<file path="src/rtl/uart_rx_pkg.sv">
// Shared types and constants for the oversampling UART receiver.
// Latency: not applicable (declarations only); backpressure: none.
package uart_rx_pkg;

    typedef enum logic [2:0] {
        IDLE,
        START,
        DATA,
        PARITY,
        STOP
    } state_e;

    localparam int PRESC_8   = 8;
    localparam int PRESC_16  = 16;
    localparam int PRESC_32  = 32;
    localparam int PRESC_DEF = PRESC_16;

    function automatic logic maj3(input logic a, input logic b, input logic c);
        return (a & b) | (a & c) | (b & c);
    endfunction

endpackage

</file>
<file path="src/rtl/uart_rx_gen2_if.sv">
// Serial line, frame config and result pulses of the UART receiver.
// Latency: none (wires only); backpressure: none, results are fire-and-forget pulses.
interface uart_rx_gen2_if #(
    parameter int DATA_WIDTH = 8,
    parameter int PRESCALE_W = 6
);
    logic                  S_RX_IN;
    logic                  PAR_EN;
    logic                  PAR_TYP;
    logic                  STOP2;
    logic [3:0]            DATA_LEN;
    logic [PRESCALE_W-1:0] prescale;
    logic [DATA_WIDTH-1:0] P_DATA;
    logic                  Data_Valid;
    logic                  par_err;
    logic                  stp_err;
    logic                  start_glitch;

    modport master (
        output S_RX_IN, PAR_EN, PAR_TYP, STOP2, DATA_LEN, prescale,
        input  P_DATA, Data_Valid, par_err, stp_err, start_glitch
    );

    modport slave (
        input  S_RX_IN, PAR_EN, PAR_TYP, STOP2, DATA_LEN, prescale,
        output P_DATA, Data_Valid, par_err, stp_err, start_glitch
    );
endinterface

</file>
<file path="src/rtl/uart_rx_sampler.sv">
// Line synchronizer, per-bit edge counter and 3-sample majority voter.
// Latency: 2 CLK sync, vote ready at count presc/2+2; backpressure: none.
module uart_rx_sampler
    import uart_rx_pkg::*;
#(
    parameter int PRESCALE_W = 6
) (
    input  logic                  CLK,
    input  logic                  RST,
    input  logic                  rx_in,
    input  logic                  cnt_en,
    input  logic [PRESCALE_W-1:0] presc,
    output logic                  line_s,
    output logic                  bit_end,
    output logic                  smp_bit,
    output logic                  smp_vld
);
    localparam logic [PRESCALE_W-1:0] ONE = PRESCALE_W'(1);

    logic                  sync1_q, sync1_d, sync2_q, sync2_d;
    logic                  s0_q, s0_d, s1_q, s1_d;
    logic                  bit_q, bit_d, vld_q, vld_d;
    logic [PRESCALE_W-1:0] cnt_q, cnt_d, half;

    assign half    = presc >> 1;
    assign bit_end = cnt_en && (cnt_q == presc - ONE);
    assign line_s  = sync2_q;
    assign smp_bit = bit_q;
    assign smp_vld = vld_q;

    always_comb begin
        sync1_d = rx_in;
        sync2_d = sync1_q;
        cnt_d   = '0;
        s0_d    = s0_q;
        s1_d    = s1_q;
        bit_d   = bit_q;
        vld_d   = 1'b0;
        if (cnt_en) begin
            cnt_d = bit_end ? '0 : cnt_q + ONE;
            if (cnt_q == half - ONE) s0_d = sync2_q;
            if (cnt_q == half)       s1_d = sync2_q;
            // third sample is taken live and voted in the same cycle
            if (cnt_q == half + ONE) begin
                bit_d = maj3(s0_q, s1_q, sync2_q);
                vld_d = 1'b1;
            end
        end
    end

    always_ff @(posedge CLK or negedge RST) begin
        if (!RST) begin
            sync1_q <= 1'b1;
            sync2_q <= 1'b1;
            cnt_q   <= '0;
            s0_q    <= 1'b1;
            s1_q    <= 1'b1;
            bit_q   <= 1'b1;
            vld_q   <= 1'b0;
        end else begin
            sync1_q <= sync1_d;
            sync2_q <= sync2_d;
            cnt_q   <= cnt_d;
            s0_q    <= s0_d;
            s1_q    <= s1_d;
            bit_q   <= bit_d;
            vld_q   <= vld_d;
        end
    end
endmodule

</file>
<file path="src/rtl/uart_rx_gen2.sv">
// UART receiver: frame FSM, LSB-first assembly, parity/stop checks, result pulses.
// Latency: result 1 CLK after last stop bit ends (+2 CLK sync); backpressure: none.
module uart_rx_gen2
    import uart_rx_pkg::*;
#(
    parameter int DATA_WIDTH = 8,
    parameter int PRESCALE_W = 6
) (
    input logic           CLK,
    input logic           RST,
    uart_rx_gen2_if.slave bus
);
    localparam int         BCW     = $clog2(DATA_WIDTH + 4);
    localparam logic [3:0] LEN_MIN = 4'd5;
    localparam logic [3:0] LEN_MAX = 4'(DATA_WIDTH);

    state_e                state_q, state_d;
    logic [BCW-1:0]        bit_cnt_q, bit_cnt_d;
    logic [DATA_WIDTH-1:0] sh_q, sh_d, pdata_q, pdata_d;
    logic                  par_bit_q, par_bit_d, stp_ok_q, stp_ok_d;
    logic                  all_low_q, all_low_d, brk_q, brk_d;
    logic                  par_en_q, par_en_d, par_typ_q, par_typ_d, stop2_q, stop2_d;
    logic [3:0]            len_q, len_d;
    logic [PRESCALE_W-1:0] presc_q, presc_d;
    logic                  dv_q, dv_d, perr_q, perr_d, serr_q, serr_d, gl_q, gl_d;

    logic line_s, bit_end, smp_bit, smp_vld;
    logic start_go, cnt_en, brk_now, stp_bad, par_bad;

    // after a break the line must return high before a new start counts
    assign start_go = (state_q == IDLE) && !line_s && !brk_q;
    assign cnt_en   = (state_q != IDLE) || start_go;
    assign brk_now  = all_low_q && !smp_bit;
    assign stp_bad  = !(stp_ok_q && smp_bit);
    assign par_bad  = par_en_q && ((^sh_q ^ par_typ_q) != par_bit_q) && !brk_now;

    uart_rx_sampler #(.PRESCALE_W(PRESCALE_W)) u_sampler (
        .CLK     (CLK),
        .RST     (RST),
        .rx_in   (bus.S_RX_IN),
        .cnt_en  (cnt_en),
        .presc   (presc_q),
        .line_s  (line_s),
        .bit_end (bit_end),
        .smp_bit (smp_bit),
        .smp_vld (smp_vld)
    );

    always_comb begin
        state_d   = state_q;
        bit_cnt_d = bit_cnt_q;
        sh_d      = sh_q;
        pdata_d   = pdata_q;
        par_bit_d = par_bit_q;
        stp_ok_d  = stp_ok_q;
        all_low_d = all_low_q;
        brk_d     = brk_q;
        par_en_d  = par_en_q;
        par_typ_d = par_typ_q;
        stop2_d   = stop2_q;
        len_d     = len_q;
        presc_d   = presc_q;
        dv_d      = 1'b0;
        perr_d    = 1'b0;
        serr_d    = 1'b0;
        gl_d      = 1'b0;
        if (bit_end && smp_bit) all_low_d = 1'b0;
        if (brk_q && line_s)    brk_d     = 1'b0;
        case (state_q)
            IDLE: if (start_go) begin
                state_d   = START;
                all_low_d = 1'b1;
                par_en_d  = bus.PAR_EN;
                par_typ_d = bus.PAR_TYP;
                stop2_d   = bus.STOP2;
                if (bus.DATA_LEN < LEN_MIN)      len_d = LEN_MIN;
                else if (bus.DATA_LEN > LEN_MAX) len_d = LEN_MAX;
                else                             len_d = bus.DATA_LEN;
                if (bus.prescale == PRESCALE_W'(PRESC_8) ||
                    bus.prescale == PRESCALE_W'(PRESC_16) ||
                    bus.prescale == PRESCALE_W'(PRESC_32))
                    presc_d = bus.prescale;
                else
                    presc_d = PRESCALE_W'(PRESC_DEF);
            end
            START: begin
                if (smp_vld && smp_bit) gl_d = 1'b1;
                if (bit_end) begin
                    state_d   = smp_bit ? IDLE : DATA;
                    bit_cnt_d = '0;
                    sh_d      = '0;
                    stp_ok_d  = 1'b1;
                end
            end
            DATA: if (bit_end) begin
                sh_d      = sh_q | (DATA_WIDTH'(smp_bit) << bit_cnt_q);
                bit_cnt_d = bit_cnt_q + BCW'(1);
                if (bit_cnt_q == BCW'(len_q - 4'd1)) begin
                    bit_cnt_d = '0;
                    state_d   = par_en_q ? PARITY : STOP;
                end
            end
            PARITY: if (bit_end) begin
                par_bit_d = smp_bit;
                state_d   = STOP;
            end
            STOP: if (bit_end) begin
                if (stop2_q && bit_cnt_q == '0) begin
                    stp_ok_d  = stp_ok_q & smp_bit;
                    bit_cnt_d = BCW'(1);
                end else begin
                    state_d = IDLE;
                    if (!stp_bad && !par_bad) begin
                        dv_d    = 1'b1;
                        pdata_d = sh_q;
                    end else begin
                        perr_d = par_bad;
                        serr_d = stp_bad;
                    end
                    if (brk_now) brk_d = 1'b1;
                end
            end
            default: state_d = IDLE;
        endcase
    end

    always_ff @(posedge CLK or negedge RST) begin
        if (!RST) begin
            state_q   <= IDLE;
            bit_cnt_q <= '0;
            sh_q      <= '0;
            pdata_q   <= '0;
            par_bit_q <= 1'b0;
            stp_ok_q  <= 1'b1;
            all_low_q <= 1'b0;
            brk_q     <= 1'b0;
            par_en_q  <= 1'b0;
            par_typ_q <= 1'b0;
            stop2_q   <= 1'b0;
            len_q     <= LEN_MAX;
            presc_q   <= PRESCALE_W'(PRESC_DEF);
            dv_q      <= 1'b0;
            perr_q    <= 1'b0;
            serr_q    <= 1'b0;
            gl_q      <= 1'b0;
        end else begin
            state_q   <= state_d;
            bit_cnt_q <= bit_cnt_d;
            sh_q      <= sh_d;
            pdata_q   <= pdata_d;
            par_bit_q <= par_bit_d;
            stp_ok_q  <= stp_ok_d;
            all_low_q <= all_low_d;
            brk_q     <= brk_d;
            par_en_q  <= par_en_d;
            par_typ_q <= par_typ_d;
            stop2_q   <= stop2_d;
            len_q     <= len_d;
            presc_q   <= presc_d;
            dv_q      <= dv_d;
            perr_q    <= perr_d;
            serr_q    <= serr_d;
            gl_q      <= gl_d;
        end
    end

    assign bus.P_DATA       = pdata_q;
    assign bus.Data_Valid   = dv_q;
    assign bus.par_err      = perr_q;
    assign bus.stp_err      = serr_q;
    assign bus.start_glitch = gl_q;
endmodule

</file>
<file path="src/flat_wrapper.sv">
// flat-port wrapper written by rule: the top's interface ports become plain ports
module uart_rx_gen2_flat import uart_rx_pkg::*;
#(
    parameter int DATA_WIDTH = 8,
    parameter int PRESCALE_W = 6
)
  (CLK, RST, bus_S_RX_IN, bus_PAR_EN, bus_PAR_TYP, bus_STOP2, bus_DATA_LEN, bus_prescale, bus_P_DATA, bus_Data_Valid, bus_par_err, bus_stp_err, bus_start_glitch);
  uart_rx_gen2_if #(.DATA_WIDTH(DATA_WIDTH), .PRESCALE_W(PRESCALE_W)) bus_i ();
  input logic CLK;
  input logic RST;
  input wire logic [$bits(bus_i.S_RX_IN)-1:0] bus_S_RX_IN;
  input wire logic [$bits(bus_i.PAR_EN)-1:0] bus_PAR_EN;
  input wire logic [$bits(bus_i.PAR_TYP)-1:0] bus_PAR_TYP;
  input wire logic [$bits(bus_i.STOP2)-1:0] bus_STOP2;
  input wire logic [$bits(bus_i.DATA_LEN)-1:0] bus_DATA_LEN;
  input wire logic [$bits(bus_i.prescale)-1:0] bus_prescale;
  output wire logic [$bits(bus_i.P_DATA)-1:0] bus_P_DATA;
  output wire logic [$bits(bus_i.Data_Valid)-1:0] bus_Data_Valid;
  output wire logic [$bits(bus_i.par_err)-1:0] bus_par_err;
  output wire logic [$bits(bus_i.stp_err)-1:0] bus_stp_err;
  output wire logic [$bits(bus_i.start_glitch)-1:0] bus_start_glitch;
  assign bus_i.S_RX_IN = bus_S_RX_IN;
  assign bus_i.PAR_EN = bus_PAR_EN;
  assign bus_i.PAR_TYP = bus_PAR_TYP;
  assign bus_i.STOP2 = bus_STOP2;
  assign bus_i.DATA_LEN = bus_DATA_LEN;
  assign bus_i.prescale = bus_prescale;
  assign bus_P_DATA = bus_i.P_DATA;
  assign bus_Data_Valid = bus_i.Data_Valid;
  assign bus_par_err = bus_i.par_err;
  assign bus_stp_err = bus_i.stp_err;
  assign bus_start_glitch = bus_i.start_glitch;
  uart_rx_gen2 #(.DATA_WIDTH(DATA_WIDTH), .PRESCALE_W(PRESCALE_W)) u_core (.CLK(CLK), .RST(RST), .bus(bus_i));
endmodule
</file>
<file path="config.mk">
export PLATFORM = sky130hd
export DESIGN_NAME = uart_rx_gen2_flat
export DESIGN_NICKNAME = d
export VERILOG_FILES = /design/src/rtl/uart_rx_pkg.sv /design/src/rtl/uart_rx_gen2_if.sv /design/src/rtl/uart_rx_sampler.sv /design/src/rtl/uart_rx_gen2.sv /design/src/flat_wrapper.sv
export SDC_FILE = /design/constraint.sdc
export NUM_CORES = 1
export LEC_CHECK = 0
export BUFFER_PORTS_ARGS = -buffer_cell sky130_fd_sc_hd__buf_2
export CAP_MARGIN = 0
export CELL_PAD_IN_SITES_DETAIL_PLACEMENT = 0
export CELL_PAD_IN_SITES_GLOBAL_PLACEMENT = 1
export CORE_MARGIN = 3
export CORE_UTILIZATION = 44
export CTS_BUF_LIST = sky130_fd_sc_hd__clkbuf_8
export DETAILED_ROUTE_END_ITERATION = 10
export GPL_TIMING_DRIVEN = 0
export MAX_ROUTING_LAYER = met4
export PLACE_DENSITY_LB_ADDON = 0.1
export RECOVER_POWER = 100
export SLEW_MARGIN = 10
export SYNTH_ARGS = -nofsm -noshare
export SYNTH_HDL_FRONTEND = slang
export SYNTH_SLANG_ARGS = --single-unit
</file>
<file path="constraint.sdc">
create_clock -name CLK -period 3 [get_ports CLK]
set_clock_uncertainty 0.15 [all_clocks]
set_input_delay 0.6 -clock CLK [delete_from_list [all_inputs] [get_ports CLK]]
set_output_delay 0.6 -clock CLK [all_outputs]
set_load 0.02 [all_outputs]
</file>
==> flow_summary.yaml <==
sta:
  drv_slew: 0
  period_needed_ps: 2860
  tightest_slew_ps: 1360
  rsz0062_at_grt: "no"
  slew_headroom: 0.0959
  fin_crit_sh: 0.953
  hold_violations: 0
  finalSetupTns_ps: 0
  clock.fmax_mhz: 350
  setup_viol: 0
flow_run:
  cap_violations: 0
logic_synthesis:
  ys_seq_area_frac: 0.450
  synth.cell_area_um2: 3130
  syn-mean-instance-area_um2: 10.1
  synth_most_common_cell: "dfrtp_1"
  synth-edff-count: 0
  async_reset_ff_frac: 1.00
  ys_seq_elements: 56
  netlist_instances: 311
  synth_nets: 335
  yosys.area.top_type: "dfrtp_1"
  netlist-cell-type-count: 49
  yosysWarnings: 0
  synth_top_area_frac: 0.383
  ys_top_cells_by_count: "dfrtp_1 (48), nand2_1 (29), xnor2_1 (25)"
  synthFlopType: "dfrtp_1"
  netlist_top_cells_area: "dfrtp_1 (38%), xnor2_1 (7.0%), dfstp_2 (6.7%)"
floorplanning:
  die_w_um: 90.4
  core_um2: 6870
  die_h_um: 90.4
  num_io_pins: 28
  die_area_um2: 8170
  start_util: 0.456
  placementRows: 30
routing:
  viasPerCell: 5.28
  vias: 2343
  ant_nets: 0
  drt_pass1_iterations: 4
  drt_iter0_drc: 106
  drc: 0
  wire_per_inst_um: 14.4
  totalWireLength_um: 6410
clocking:
  cts_sinks: 56
  root_buffer: "clkbuf_8"
  clockBufferDepth: 2
  cts.clk_slew.worst_paths_ps: 100
  cts_buffers: 5
  cts.htree.levels: 2
  clock_latency_ps: 320
  cts_tree: "built"
placement:
  post-dp-hpwl_um: 4740
  gp_congestion: 0.824
  place_inst: 434
  port_buffers: 27
layout:
  area_growth_syn_to_layout_pct: 12.3
  drive_gt1_frac: 0.184
  nNetsFinal: 371
  antenna_cells: 0
  layout.cells.non_filler: 444
  fill_cells: 635
setup_path:
  worstSetupPathType: "reg -> reg"
  cp-start-kind: "register"
  cp_slowest_stage_delay_ps: 530
  crit_path_max_fanout: 9
  crit_required_ps: 3060
  critPathSlowestCell: "or4_4"
  path_cells: "inv_2 > ha_1 > and2_1 > or4_4 > a2111oi_4 > and2_1 > buf_6 > nand4_4 > mux2_2"
  crit_arrival_ps: 2920
  endpoint_kind: "register"
  cp_common_cell: "and2_1"
global_routing:
  grt_util_all_layers: 0.175
  grt_pass1_vias: 2259
  grt_pass1_wl_um: 11300
  antenna_found_initial: 0
  grt_max_degree: 57
  gr-total-overflow: 0
power:
  leakage_nw: 1.50
  p_per_area_nw_per_um2: 738
  peakVddDrop_mv: 0.334
run_status:
  status: "completed"
min_path:
  hold_class: "reg -> reg"
-- state kept, by name, indices dropped and copies added, names as in the netlist, 3 cells and up --
name / count
u_core.bus.P_DATA: 8
u_core.sh_q: 8
u_core.state_q: 3
u_core.u_sampler.cnt_q: 6
u_core.len_q: 4
u_core.presc_q: 6
u_core.bit_cnt_q: 4
-- routing by layer --
layer | GRT usage | part of all wire | routed length (um)
met1 | 0.252 | 0.51 | 3290
met2 | 0.259 | 0.44 | 2850
met3 | 0.0358 | 0.036 | 228
met4 | 0.0306 | 0.0064 | 41
met5 | - | 0 | 0
-- final cells by class --
| class | instances | area, um^2 | area share |
|---|---|---|---|
| clock inverter | 2 | 15.0 | 0.00427 |
| multi-input combinational | 227 | 1640 | 0.465 |
| sequential | 56 | 1410 | 0.401 |
| inverter | 13 | 48.8 | 0.0139 |
| clock buffer | 6 | 82.6 | 0.0235 |
| timing repair buffer | 29 | 135 | 0.0384 |
| tap | 96 | 120 | 0.0341 |
| buffer | 15 | 67.6 | 0.0192 |
-- stage by stage --
step           cell area, um^2  total power, W  setup WS (ps)   util  hold WS (ps)
6_report                  3520         0.00260            141  0.512           214
5_1_grt                   3520         0.00282           10.9  0.512           214
4_1_cts                   3510         0.00262           60.3  0.511           217
3_5_place_dp              3390         0.00217           -163  0.493           199
3_3_place_gp              3390         0.00215           -131  0.493           200
2_1_floorplan             3130         0.00193            219      -           154
-- worst paths after layout --
path	slack (ps)	startpoint	to	cells past startpoint
worst max-delay path	140	u_core.presc_q[1]$_DFFE_PN0P_	u_core.bus.P_DATA[7]$_DFFE_PN0P_	9
worst min-delay path	210	u_core.u_sampler.sync1_q$_DFF_PN1_	u_core.u_sampler.line_s$_DFF_PN1_	0
worst max register to register	140	u_core.presc_q[1]$_DFFE_PN0P_	u_core.bus.P_DATA[7]$_DFFE_PN0P_	9
worst min register to register	210	u_core.u_sampler.sync1_q$_DFF_PN1_	u_core.u_sampler.line_s$_DFF_PN1_	0
max in group asynchronous	1370	RST	u_core.presc_q[2]$_DFFE_PN0P_	1
min in group asynchronous	440	RST	u_core.bus.P_DATA[0]$_DFFE_PN0P_	1
-- layout by cell type (no fill, tap or decap), types with 2 or more instances in the layout --
master,count
ha_1,7
dfrtp_1,47
and3_1,3
nand4_1,3
nand2_1,29
clkbuf_1,23
xnor2_1,25
a211o_1,2
o21a_1,9
o211ai_1,4
nand3_1,10
nor3b_1,3
buf_2,17
or3_1,2
nor3_1,7
o41ai_1,3
clkinvlp_4,2
o31ai_1,5
dfstp_2,8
a21oi_1,7
o21bai_1,2
nand2b_1,10
xor2_1,9
buf_4,2
o21ai_0,8
inv_1,12
nor2b_1,3
a22o_1,3
mux2_2,17
nor2_1,19
o22ai_1,3
clkbuf_8,6
and2_1,3
nor4_1,10
-- critical path: cells and delay by family (launching register included) --
kind,cells,cell delay (ps)
adder cells (fa/ha/maj),1,220
multiplexers,1,330
buffers and inverters,2,230
AND/OR/NAND/NOR,4,1090
AO/OA/AOI/OAI,1,360
flip-flops,1,380
-- report_power, final --
group / total, W / switching, W / internal (W)
logic: 0.00112 / 0.000631 / 0.000487
clock network: 0.000436 / 0.000249 / 0.000187
registers: 0.00104 / 0.000111 / 0.000933
-- kinds of logic (layout without fill, tap and decap cells) --
group | count (synthesis) | after routing | share of synthesized area
AND/OR/NAND/NOR | 110 | 110 | 0.184
buffers and inverters | 28 | 65 | 0.0359
multiplexers | 17 | 17 | 0.0611
flip-flops | 56 | 56 | 0.450
adder cells (fa/ha/maj) | 9 | 9 | 0.0351
AO/OA/AOI/OAI | 56 | 56 | 0.132
XOR/XNOR | 35 | 35 | 0.102
-- timing repair --
| action | CTS | global route |
|---|---|---|
| hold buffers | 0 | 0 |
| pin swaps | 0 | 1 |
| setup buffers | 2 | 0 |
| endpoints found under the setup margin | 18 | 20 |
| resized for setup | 3 | 5 |
(Power assumes the default switching activity.)
